[src/rtl/multicycle_control_pkg.sv]
// Shared encodings for the multicycle controller: opcodes, ALUOP classes
// (also consumed by the ALU control unit) and the controller state codes.
package multicycle_control_pkg;

  localparam logic [5:0] OP_RTYPE = 6'b000000;
  localparam logic [5:0] OP_LW    = 6'b100011;
  localparam logic [5:0] OP_SW    = 6'b101011;
  localparam logic [5:0] OP_BEQ   = 6'b000100;
  localparam logic [5:0] OP_J     = 6'b000010;
  localparam logic [5:0] OP_ADDI  = 6'b001000;
  localparam logic [5:0] OP_ANDI  = 6'b001100;
  localparam logic [5:0] OP_ORI   = 6'b001101;

  localparam logic [2:0] ALUOP_ADD   = 3'b100;
  localparam logic [2:0] ALUOP_SUB   = 3'b111;
  localparam logic [2:0] ALUOP_ANDI  = 3'b101;
  localparam logic [2:0] ALUOP_ORI   = 3'b110;
  localparam logic [2:0] ALUOP_FUNCT = 3'b010;

  typedef enum logic [3:0] {
    S_FETCH   = 4'd0,
    S_DECODE  = 4'd1,
    S_MEMADDR = 4'd2,
    S_MEMRD   = 4'd3,
    S_MEMWB   = 4'd4,
    S_MEMWR   = 4'd5,
    S_EXEC    = 4'd6,
    S_RWB     = 4'd7,
    S_BRANCH  = 4'd8,
    S_JUMP    = 4'd9,
    S_IMMEXEC = 4'd10,
    S_IMMWB   = 4'd11
  } state_t;

  function automatic logic opcode_defined(input logic [5:0] op);
    logic ok;
    case (op)
      OP_RTYPE, OP_LW, OP_SW, OP_BEQ, OP_J,
      OP_ADDI, OP_ANDI, OP_ORI: ok = 1'b1;
      default:                  ok = 1'b0;
    endcase
    return ok;
  endfunction

  function automatic logic [2:0] imm_aluop(input logic [5:0] op);
    logic [2:0] aop;
    case (op)
      OP_ANDI: aop = ALUOP_ANDI;
      OP_ORI:  aop = ALUOP_ORI;
      default: aop = ALUOP_ADD;
    endcase
    return aop;
  endfunction

endpackage

[src/rtl/multicycle_control.sv]
// Moore-style multicycle MIPS controller: state register, next-state logic and
// output decode; only FETCH's PC/IR write strobes follow MemReady directly.
module multicycle_control
  import multicycle_control_pkg::*;
#(
  parameter bit ILLEGAL_PULSE = 1'b1
) (
  input  logic       clk,
  input  logic       reset,
  input  logic [5:0] Opcode,
  input  logic       MemReady,
  output logic       PCWrite,
  output logic       PCWriteCond,
  output logic       IorD,
  output logic       MemRead,
  output logic       MemWrite,
  output logic       MemtoReg,
  output logic       IRWrite,
  output logic       ALUSrcA,
  output logic       RegWrite,
  output logic       RegDst,
  output logic [1:0] PCSource,
  output logic [1:0] ALUSrcB,
  output logic [2:0] ALUOP,
  output logic [3:0] State,
  output logic       Illegal
);

  state_t     state_r;
  state_t     next_state_s;
  logic [5:0] op_r;

  assign State = state_r;

  // State register and opcode latch; the opcode is frozen as DECODE is left.
  always_ff @(posedge clk or posedge reset) begin
    if (reset) begin
      state_r <= S_FETCH;
      op_r    <= 6'b000000;
    end else begin
      state_r <= next_state_s;
      if (state_r == S_DECODE) begin
        op_r <= Opcode;
      end else begin
        op_r <= op_r;
      end
    end
  end

  // Next-state sequencing.
  always_comb begin
    next_state_s = S_FETCH;
    case (state_r)
      S_FETCH:   next_state_s = MemReady ? S_DECODE : S_FETCH;
      S_DECODE: begin
        case (Opcode)
          OP_LW, OP_SW:             next_state_s = S_MEMADDR;
          OP_RTYPE:                 next_state_s = S_EXEC;
          OP_BEQ:                   next_state_s = S_BRANCH;
          OP_J:                     next_state_s = S_JUMP;
          OP_ADDI, OP_ANDI, OP_ORI: next_state_s = S_IMMEXEC;
          default:                  next_state_s = S_FETCH;
        endcase
      end
      S_MEMADDR: begin
        if (op_r == OP_LW) begin
          next_state_s = S_MEMRD;
        end else if (op_r == OP_SW) begin
          next_state_s = S_MEMWR;
        end else begin
          next_state_s = S_FETCH;
        end
      end
      S_MEMRD:   next_state_s = MemReady ? S_MEMWB : S_MEMRD;
      S_MEMWB:   next_state_s = S_FETCH;
      S_MEMWR:   next_state_s = MemReady ? S_FETCH : S_MEMWR;
      S_EXEC:    next_state_s = S_RWB;
      S_RWB:     next_state_s = S_FETCH;
      S_BRANCH:  next_state_s = S_FETCH;
      S_JUMP:    next_state_s = S_FETCH;
      S_IMMEXEC: next_state_s = S_IMMWB;
      S_IMMWB:   next_state_s = S_FETCH;
      default:   next_state_s = S_FETCH;
    endcase
  end

  // Output decode from the current state; unlisted outputs stay 0.
  always_comb begin
    PCWrite     = 1'b0;
    PCWriteCond = 1'b0;
    IorD        = 1'b0;
    MemRead     = 1'b0;
    MemWrite    = 1'b0;
    MemtoReg    = 1'b0;
    IRWrite     = 1'b0;
    ALUSrcA     = 1'b0;
    RegWrite    = 1'b0;
    RegDst      = 1'b0;
    PCSource    = 2'b00;
    ALUSrcB     = 2'b00;
    ALUOP       = 3'b000;
    Illegal     = 1'b0;
    case (state_r)
      S_FETCH: begin
        MemRead = 1'b1;
        ALUSrcB = 2'b01;
        ALUOP   = ALUOP_ADD;
        // Reset forces FETCH but must not let a ready memory strobe writes.
        IRWrite = MemReady & ~reset;
        PCWrite = MemReady & ~reset;
      end
      S_DECODE: begin
        ALUSrcB = 2'b11;
        ALUOP   = ALUOP_ADD;
        if (ILLEGAL_PULSE && !opcode_defined(Opcode)) begin
          Illegal = 1'b1;
        end else begin
          Illegal = 1'b0;
        end
      end
      S_MEMADDR: begin
        ALUSrcA = 1'b1;
        ALUSrcB = 2'b10;
        ALUOP   = ALUOP_ADD;
      end
      S_MEMRD: begin
        MemRead = 1'b1;
        IorD    = 1'b1;
      end
      S_MEMWB: begin
        MemtoReg = 1'b1;
        RegWrite = 1'b1;
      end
      S_MEMWR: begin
        MemWrite = 1'b1;
        IorD     = 1'b1;
      end
      S_EXEC: begin
        ALUSrcA = 1'b1;
        ALUOP   = ALUOP_FUNCT;
      end
      S_RWB: begin
        RegDst   = 1'b1;
        RegWrite = 1'b1;
      end
      S_BRANCH: begin
        ALUSrcA     = 1'b1;
        ALUOP       = ALUOP_SUB;
        PCWriteCond = 1'b1;
        PCSource    = 2'b01;
      end
      S_JUMP: begin
        PCWrite  = 1'b1;
        PCSource = 2'b10;
      end
      S_IMMEXEC: begin
        ALUSrcA = 1'b1;
        ALUSrcB = 2'b10;
        ALUOP   = imm_aluop(op_r);
      end
      S_IMMWB: begin
        RegWrite = 1'b1;
      end
      default: begin
        PCWrite = 1'b0;
      end
    endcase
  end

endmodule

[config.mk]
export PLATFORM = sky130hd
export DESIGN_NAME = multicycle_control
export DESIGN_NICKNAME = d
export VERILOG_FILES = /design/src/rtl/multicycle_control_pkg.sv /design/src/rtl/multicycle_control.sv
export SDC_FILE = /design/constraint.sdc
export NUM_CORES = 1
export LEC_CHECK = 0
export BUFFER_PORTS_ARGS = -buffer_cell sky130_fd_sc_hd__buf_4
export CAP_MARGIN = 40
export CORE_MARGIN = 8
export CORE_UTILIZATION = 48
export CTS_CLUSTER_SIZE = 28
export DETAILED_ROUTE_END_ITERATION = 10
export PLACE_DENSITY_LB_ADDON = 0.15
export SLEW_MARGIN = 30
export SYNTH_ARGS = -nofsm -noshare
export SYNTH_HDL_FRONTEND = slang
export SYNTH_SLANG_ARGS = --single-unit
[constraint.sdc]
create_clock -name clk -period 1.6 [get_ports clk]
set_input_delay 0.08 -clock clk [delete_from_list [all_inputs] [get_ports clk]]
set_output_delay 0.08 -clock clk [all_outputs]
set_load 0.02 [all_outputs]
## After elaboration in Yosys (flattened, before gate mapping)

Index checks and enable logic that the tools add are counted.

| storage, ports and cells | value |
|---|---|
| memory bits (read-only) | 0 |
| output and inout bits | 22 |
| memories kept | 0 |
| bits of input ports | 9 |
| register bits | 10 |
| RAM bits | 0 |
| bits in latches | 0 |
| word-level logic and storage cells | 62 |

| operators by class | value |
|---|---|
| shifts and indexed selects | 0 |
| reductions and logical operators | 11 |
| divide/modulo/power cells | 0 |
| add/sub/neg operators | 0 |
| equal/unequal tests | 22 |
| bitwise gates (word level) | 2 |
| muxes and demuxes | 25 |
| order comparisons | 0 |
| $mul | 0 |

Operators by type and width:

| operator | number |
|---|---|
| $eq 6x4->1 const B | 5 |
| $pmux 4 s7 | 1 |
| $eq 6x6->1 const B | 4 |
| $pmux 4 s5 | 1 |
| $eq 4x3->1 const B | 4 |
| $eq 4x4->1 const B | 4 |
| $mux 1 | 14 |
| $mux 3 | 4 |
| $pmux 3 s4 | 1 |
| $reduce_or 3->1 | 3 |
| $eq 4x2->1 const B | 2 |
| $pmux 2 s2 | 2 |
| $reduce_or 2->1 | 4 |
| $reduce_or 8->1 | 1 |
| $eq 6x2->1 const B | 1 |
| $eq 6x3->1 const B | 1 |
| $logic_not 6->1 | 1 |
| $pmux 2 s3 | 1 |
| $eq 4x1->1 const B | 1 |
| $logic_not 4->1 | 1 |
| $reduce_or 4->1 | 1 |
| $pmux 1 s2 | 1 |
| $and 1x1->1 | 1 |
| $not 1->1 | 1 |

## Depth between registers and ports, before layout

Gate-level depths: netlist of the first run.

| depth | value |
|---|---|
| depth in word-level cells | 6 |
| mapped depth | 6 |

## Worst setup path before layout of the first run

No wires, ideal clock.

| path | value |
|---|---|
| kind | register -> output |
| start point | register state_r[2], in the netlist State[2] |
| end point | output port RegWrite |
| path slack | -0.237 ns |
| arrival | 1.757 ns |
| stages on the path, launching flop included | 6 |
| cell sequence | dfrtp_1 clkbuf_2 buf_2 nand2b_1 nor3_1 or2_2 |

| between the ends | value |
|---|---|
| longest elaborated chain between the ends | 3 |
| elaborated cells between the ends (all ways) | 5 |
| those cells by class | 3 x eq/ne; 1 x mux; 1 x reduce/logical |

RTL lines:

| item | RTL line | RTL |
|---|---|---|
| start, declared | multicycle_control.sv:29 | `state_t state_r;` |
| start signal, assigned | multicycle_control.sv:41 | `state_r <= next_state_s;` |
| $eq 4x3->1 / $eq 4x4->1 (equally long branches) | multicycle_control.sv:103 | `case (state_r)` |
| $reduce_or 3->1 (no source line) (*) | n/a |  |
| $mux 1 (*) | multicycle_control.sv:103 |  |
| end, declared | multicycle_control.sv:20 | `output logic RegWrite,` |

Mark *: on every way between the ends. The rest lies on a longest branch, timed or not.

## Worst setup path in the final report of the first run

| path | value |
|---|---|
| start point | register state_r[3], in the netlist State[3] |
| end point | register state_r[1], in the netlist State[1] |

| between the ends | value |
|---|---|
| longest elaborated chain between the ends | 2 |
| elaborated cells between the ends (all ways) | 8 |
| those cells by class | 6 x eq/ne; 1 x mux; 1 x reduce/logical |

RTL lines:

| item | RTL line | RTL |
|---|---|---|
| $eq 4x4->1, or another cell as far along | multicycle_control.sv:53 | `case (state_r)` |
| $pmux 4 s7 (*) | multicycle_control.sv:53 |  |
| named net next_state_s[1] | multicycle_control.sv:30 | `state_t next_state_s;` |

Mark *: on every way through the listed nets, which the timed path passes. The rest lies on a longest branch.
A chain may end at the register's enable or synchronous reset.

==> impl_metrics.yaml, run 1 <==
drt:
  dr.first_iter.drc_count: 21
  drt_wl_total_um: 3310
  antenna_left: 0
  viasPerCell: 6.00
  drc_errors: 0
  wl_per_cell_um: 19.1
  dr_total_vias: 1038
  firstDrtPassIters: 4
synth:
  synth_cell_types: 44
  synth.cell_area_um2: 845
  synthCells: 100
  ys_ff_latch: 10
  synth-seq-area-share: 0.296
  async_reset_ff_frac: 1.00
  syn-num-nets: 109
  avgSynthCellArea_um2: 8.45
  ys.flop_type: "dfrtp_1"
  yosys_warnings: 0
  synth_edf_count: 0
finish:
  antenna_cells: 0
  seq_area_um2: 255
  fin_cells: 173
  final_cell_mix: "buf_4, buf_6, nor2_1"
  drive_gt1_frac: 0.590
  nets: 167
  final_common_cell: "buf_4"
  syn2layout_area_growth_pct: 67.6
  multi_input_area_um2: 594
  fillers: 103
  design_area_mm2: 0.00142
die:
  initial_core_util: 0.500
  rows: 15
  die_h_um: 57.9
  die_w_um: 57.9
  die_area_mm2: 0.00336
  core_mm2: 0.00169
  io_pins: 31
global_route:
  use_met1: 0.170
  grt.overflow.total: 0
  top_usage_layer: "met2"
  grt_usage: 0.155
  grt_util_met3: 0.0442
  met2_usage: 0.272
  grt_antenna_before_repair: 0
  grt_pass1_vias: 974
  grt_pass1_wl_um: 4260
  grt_max_degree: 11
hold_path:
  hold_path_class: "input port to flop"
  hold_depth: 2
setup_path:
  start_kind: "flop"
  arrival_ns: 1.97
  path_class: "flop to flop"
  cp-end-kind: "flop"
  crit_fanout: 7
  rr_worst_depth: 5
  cp_data_required_time_ns: 1.76
clock_tree:
  cts_made_buffers: 3
  cts-root-buf: "clkbuf_4"
  clock-sinks: 10
  clk_pin_slew_worst_paths_ns: 0.06
  htree_levels: 1
  clock_latency_ns: 0.26
  cts_buffer_depth: 2
  cts_tree: "built"
timing:
  finalCriticalPeriod_ns: 1.82
  finalSetupViolCount: 6
  setup_tns_ns: -0.291
  max_slew.worst_pin.slew_ns: 0.514
  slew_headroom: 0.652
  fmax_mhz: 551
  slew_violations: 0
  rsz0062_at_grt: "true"
  period_share: 1.13
  setup_ws_ns: -0.216
  final_hold_viol_count: 0
  clock_skew_ns: 0.00122
place:
  portBuffers: 30
  dpl.hpwl_um: 1860
  gp_congestion: 0.795
  place_area_mm2: 0.00112
  dpl.cell_count: 147
pwr:
  ir_worst_vdd_mv: 1.25
  p_per_area_mw_per_mm2: 1680
  p_leak_nw: 0.657
flow_run:
  max_cap_violations: 0
run_status:
  violations: "setup timing"
  status: "finished with violations"
## metal layers
layer	vias up	wire, um
met5	-	0
met4	0	61
met3	6	192
met2	47	1620
met1	503	1430
li1	482	-
## logic make-up after synthesis
group,Yosys count,synth area share
xor gates and xnor gates,1,0.0104
muxes,6,0.0800
adders and majority gates,1,0.0119
buffers and inverters,13,0.0800
and+or+nand+nor,46,0.329
AOI/OAI and AO/OA,23,0.193
DFF,10,0.296
## through the flow
step | hold slack [ns] | power, mW | util | setup WS (ns)
detailed placement | 0.126 | 1.68 | 0.661 | 0.0701
finish | 0.0961 | 2.37 | 0.838 | -0.216
global placement | 0.124 | 1.66 | 0.661 | 0.144
global route | 0.0944 | 2.49 | 0.838 | -0.200
floorplan | -0.0746 | 1.25 | - | -0.0269
CTS | 0.0887 | 1.91 | 0.706 | -0.0307
## synth_stat cells, types with 2 or more instances
library cell,n,area share
or2_2,2,0.015
nor3_1,5,0.030
buf_2,2,0.012
a21oi_1,5,0.030
nor2_1,13,0.058
nand2b_1,4,0.030
clkbuf_1,3,0.013
mux2_2,6,0.080
nor3b_1,2,0.018
o21ai_0,3,0.018
buf_6,2,0.027
nand3b_1,2,0.018
nand2_1,5,0.022
dfrtp_1,10,0.30
a211oi_1,3,0.027
inv_1,4,0.018
o21a_1,2,0.018
## final cells by class
class	instances	area share
Multi-Input combinational cell	77	0.420
Timing Repair Buffer	62	0.358
Sequential cell	10	0.180
Clock buffer	3	0.0159
Tap cell	17	0.0150
Inverter	4	0.0106
## sequential cells by signal, indices dropped and copies added (netlist names)
register,count
op_r,6
State,4
## report_power, final
group | internal (mW) | total, mW | leakage (nW) | switching [mW]
clock network | 0.0866 | 0.165 | 0.0138 | 0.0788
logic | 0.909 | 1.69 | 0.526 | 0.784
registers | 0.366 | 0.515 | 0.117 | 0.149
## critical path, cell delays in order (launching register included)
cell and delay, ns:
dfrtp_2 0.49, buf_4 0.17, buf_4 0.15, nor4b_1 0.50, o21ai_0 0.26, o221ai_1 0.14
## timing repair
| item | in CTS | in global routing |
|---|---|---|
| hold endpoints to repair | 10 | 0 |
| gates resized for setup | 7 | 22 |
| cloned | 0 | 1 |
| setup buffers | 4 | 17 |
| hold buffers | 1 | 0 |
| endpoints found under the setup margin | 4 | 11 |
| pin swaps | 0 | 5 |
## path summary, 6_finish.rpt
| check | from | to | slack, ns |
|---|---|---|---|
| min in group asynchronous | reset | State[1] | 0.42 |
| max in group asynchronous | reset | State[0] | 1.02 |
| min reg2reg | op_r[1] | op_r[1] | 0.58 |
| min | Opcode[4] | op_r[4] | 0.1 |
| max reg2reg | State[3] | State[1] | -0.22 |
| max | State[3] | State[1] | -0.22 |
No activity file was read; power rests on OpenSTA's default activity.
==> run 2: changes to the inputs <==
==> constraint.sdc (replaced) <==
create_clock -name clk -period 1.6 [get_ports clk]
set_input_delay 0.08 -clock clk [delete_from_list [all_inputs] [get_ports clk]]
set_output_delay 0.08 -clock clk [all_outputs]
set_load 0.01 [all_outputs]
==> impl_metrics.yaml, run 2 (same netlist as run 1, synthesis figures left out) <==
run_status:
  status: "complete, no violations"
pwr:
  p_per_area_mw_per_mm2: 1520
  power_mw: 1.95
  ir_worst_vdd_mv: 0.999
  p_leak_nw: 0.588
finish:
  largest_reg_flops: 6
  nets: 155
  final_cell_mix: "buf_4, nor2_1, dfrtp_1"
  fillers: 125
  fin_util: 0.761
  max_flop_register: "op_r"
  final_common_cell: "buf_4"
  fin_cells: 161
  seq_area_um2: 254
  antenna_cells: 0
  syn2layout_area_growth_pct: 52.1
  multi_input_area_um2: 572
  drive_gt1_frac: 0.521
drt:
  antenna_left: 0
  drc_errors: 0
  dr_total_vias: 943
  dr.first_iter.drc_count: 17
  firstDrtPassIters: 4
  drt_wl_total_um: 2580
  wl_per_cell_um: 16.0
  viasPerCell: 5.86
timing:
  period_share: 0.974
  slew_headroom: 0.706
  fmax_mhz: 642
  clock_skew_ns: 0.00329
  finalCriticalPeriod_ns: 1.56
  max_slew.worst_pin.slew_ns: 0.437
  setup_tns_ns: 0
  timing.hold.ws_ns: 0.0860
  final_hold_viol_count: 0
  rsz0062_at_grt: "true"
  finalSetupViolCount: 0
  slew_violations: 0
place:
  gp_congestion: 0.845
  dpl.hpwl_um: 1940
  portBuffers: 30
  dpl.cell_count: 149
die:
  die_h_um: 57.9
  die_w_um: 57.9
  core_mm2: 0.00169
  io_pins: 31
  initial_core_util: 0.500
  die_area_mm2: 0.00336
  rows: 15
flow_run:
  max_cap_violations: 0
clock_tree:
  cts-root-buf: "clkbuf_4"
  cts_made_buffers: 3
  cts_tree: "built"
  clock-sinks: 10
  clock_latency_ns: 0.26
  htree_levels: 1
  cts_buffer_depth: 2
  clk_pin_slew_worst_paths_ns: 0.06
setup_path:
  cp-end-kind: "flop"
  cp_data_required_time_ns: 1.79
  crit_path_top_delay_cell: "or3b_2"
  path_class: "flop to flop"
  r2r_slack_ns: 0.04
  crit_fanout: 6
  cp_top_family: "compound AO/OA/AOI/OAI gates"
  arrival_ns: 1.75
  cpPeakStageDelay_ns: 0.50
  start_kind: "flop"
  path_buf_inv: 0
  worstPathCellList: "or3b_2 -> a311oi_1 -> a221o_1"
global_route:
  grt_pass1_vias: 944
  grt_max_degree: 11
  grt.overflow.total: 0
  grt_antenna_before_repair: 0
  grt_pass1_wl_um: 4240
  grt_usage: 0.153
hold_path:
  hold_path_class: "input port to flop"
run 2: area by class of cell:
cell class                 count  share of cell area
multi-input combinational     77               0.445
timing repair buffer          50               0.312
sequential                    10               0.198
clock buffer                   3              0.0175
tap                           17              0.0166
inverter                       4              0.0117
run 2: final timing paths:
path | cells past startpoint | start | to
worst min register to register | 1 | op_r[4] | op_r[4]
min in group asynchronous | 4 | reset | op_r[4]
worst max register to register | 3 | State[1] | State[2]
max in group asynchronous | 4 | reset | State[2]
worst max-delay path | 3 | State[1] | State[2]
worst min-delay path | 2 | Opcode[1] | State[0]
run 2: what timing repair did:
action	in CTS	in global routing
hold buffers	1	0
endpoints found under the setup margin	3	11
hold endpoints to repair	10	0
gates resized for setup	6	14
buffers inserted	2	6
run 2: per-stage QoR:
| step | setup WS (ns) | area [um2] |
|---|---|---|
| 2_1_floorplan | 0.0660 | 845 |
| 3_3_place_gp | 0.128 | 1120 |
| 3_5_place_dp | 0.0297 | 1120 |
| 4_1_cts | 0.00579 | 1190 |
| 5_1_grt | -0.0193 | 1280 |
| 6_report | 0.0421 | 1280 |
run 2: power breakdown:
| group | switching (mW) | leakage (nW) | internal (mW) |
|---|---|---|---|
| Combinational | 0.553 | 0.455 | 0.736 |
| Clock | 0.0775 | 0.0138 | 0.0865 |
| Sequential | 0.137 | 0.118 | 0.364 |
| Total | 0.767 | 0.588 | 1.19 |
run 2: per-layer routing:
layer  global-route usage  vias up  wire length, um
met5                    0        -                0
met4               0.0629        0               14
met3               0.0353        2              159
met2                0.269       32             1340
met1                0.172      452             1070
li1                     -      457                -
==> run 3: changes to the inputs <==
--- a/config.mk
+++ b/config.mk
@@ -5,7 +5,7 @@
 export SDC_FILE = /design/constraint.sdc
 export NUM_CORES = 1
 export LEC_CHECK = 0
-export BUFFER_PORTS_ARGS = -buffer_cell sky130_fd_sc_hd__buf_4
+export BUFFER_PORTS_ARGS = -buffer_cell sky130_fd_sc_hd__buf_2
 export CAP_MARGIN = 40
 export CORE_MARGIN = 8
 export CORE_UTILIZATION = 48
==> impl_metrics.yaml, run 3 (same netlist as run 1, synthesis figures left out) <==
place:
  gp_congestion: 0.829
  place_worst_setup_slack_ns: 0.0596
  dpl.hpwl_um: 1690
  dpl.cell_count: 147
  portBuffers: 30
setup_path:
  rr_worst_depth: 4
  r2r_start: "State[1]"
  cp_data_required_time_ns: 1.52
  worstPathCellList: "buf_4 -> nand2b_2 -> nor3_1 -> or2_2 -> buf_2"
  r2r-end: "State[2]"
  path_class: "flop to output pin"
  arrival_ns: 1.51
  cp-end-kind: "output pin"
  crit_path_top_delay_cell: "dfrtp_2"
  start_kind: "flop"
  cpPeakStageDelay_ns: 0.46
  r2r_slack_ns: 0.009
  crit_fanout: 6
timing:
  setup_ws_ns: 0.00906
  clock_skew_ns: 0.00407
  rsz0062_at_grt: "true"
  max_slew.worst_pin.slew_ns: 0.399
  final_hold_viol_count: 0
  finalSetupViolCount: 0
  slew_violations: 0
  fmax_mhz: 629
  period_share: 0.994
  finalCriticalPeriod_ns: 1.59
  slew_headroom: 0.732
  timing.hold.ws_ns: 0.116
  setup_tns_ns: 0
die:
  die_w_um: 57.9
  core_mm2: 0.00169
  rows: 15
  die_h_um: 57.9
  die_area_mm2: 0.00336
  io_pins: 31
  initial_core_util: 0.500
drt:
  firstDrtPassIters: 4
  wl_per_cell_um: 14.0
  viasPerCell: 5.68
  dr_total_vias: 880
  dr.first_iter.drc_count: 7
  drt_wl_total_um: 2170
  antenna_left: 0
  drc_errors: 0
hold_path:
  hold_start: "Opcode[4]"
  hold_path_end: "op_r[4]"
  hold_path_class: "input port to flop"
  hold_depth: 2
clock_tree:
  htree_levels: 1
  cts_buffer_depth: 2
  clock-sinks: 10
  cts-root-buf: "clkbuf_4"
  clk_pin_slew_worst_paths_ns: 0.06
  cts_made_buffers: 3
  clock_latency_ns: 0.25
  cts_tree: "built"
run_status:
  status: "complete, no violations"
global_route:
  grt_pass1_vias: 788
  grt_pass1_wl_um: 3440
  grt.overflow.total: 0
  grt_usage: 0.123
  grt_antenna_before_repair: 0
  grt_max_degree: 14
finish:
  fin_cells: 155
  final_cell_mix: "buf_2, nor2_1, buf_4"
  final_common_cell: "buf_2"
  nets: 149
  drive_gt1_frac: 0.493
  antenna_cells: 0
  largest_reg_flops: 6
  max_flop_register: "op_r"
  syn2layout_area_growth_pct: 33.9
flow_run:
  max_cap_violations: 0
pwr:
  power_frac_seq: 0.290
  p_leak_nw: 0.534
  power_mw: 1.71
  power.internal_mw: 1.00
  p_per_area_mw_per_mm2: 1510
  share_comb_of_total_power: 0.615
  p_clk_frac: 0.095
  p_sw_frac: 0.413
  power.switching_mw: 0.706
  ir_worst_vdd_mv: 0.851
run 3: changes by cell type in the layout (fill, tap and decap cells not counted), moves of 2 or more:
| cell | delta |
|---|---|
| nand2b_4 | -2 |
| buf_6 | -3 |
| buf_4 | -34 |
| buf_2 | +30 |
run 3: metrics by stage:
stage          instance area, um2   util
6_report                     1130  0.670
5_1_grt                      1130  0.670
4_1_cts                      1080  0.642
3_5_place_dp                 1030  0.610
3_3_place_gp                 1030  0.610
2_1_floorplan                 845      -
run 3: worst max-delay path by stage:
stage / cells after the start / from / end / slack, ns
after CTS: 5 / State[1] / PCWrite / -0.02
after global placement: 5 / State[1] / State[2] / 0.09
after floorplan: 5 / State[1] / State[2] / 0.07
after global routing: 5 / State[2] / RegWrite / -0.04
after detailed placement: 4 / State[3] / State[1] / 0.06
final: 5 / State[2] / RegWrite / 0.009
run 3: power by group through the flow:
stage               Sequential, mW  Combinational, mW  Clock [mW]
floorplan                    0.441              0.681           0
global placement             0.486              0.955           0
detailed placement           0.490              0.970           0
CTS                          0.493              0.995       0.164
global route                 0.516               1.15       0.181
finish                       0.496               1.05       0.162
run 3: final cells by class:
cell class	instances	area [um2]
inverters	4	15.0
multi-input cells	77	551
repair buffers	44	267
flip-flops and latches	10	255
well taps	17	21.3
clock buffers	3	22.5
fillers	151	558
run 3: critical path: cells and delay by family (launching register included):
| kind | cells | cell delay, ns |
|---|---|---|
| buffers and inverters | 2 | 0.32 |
| and+or+nand+nor | 3 | 0.47 |
| DFF | 1 | 0.46 |
run 3: per-layer routing:
layer  routed length (um)  share of wire  up-vias  global-route usage
li1                     -              -      444                   -
met1                 1010           0.46      403               0.152
met2                  980           0.45       31               0.202
met3                  174          0.080        2              0.0309
met4                   12         0.0055        0              0.0420
met5                    0              0        -                   0
run 3: timing repair:
action | 4_1_cts | 5_1_grt
buffers inserted | 0 | 4
hold buffers | 1 | 0
pin swaps | 0 | 2
endpoints found under the hold margin | 10 | 0
setup endpoints to repair | 3 | 7
resized for setup | 8 | 7
cloned | 0 | 0
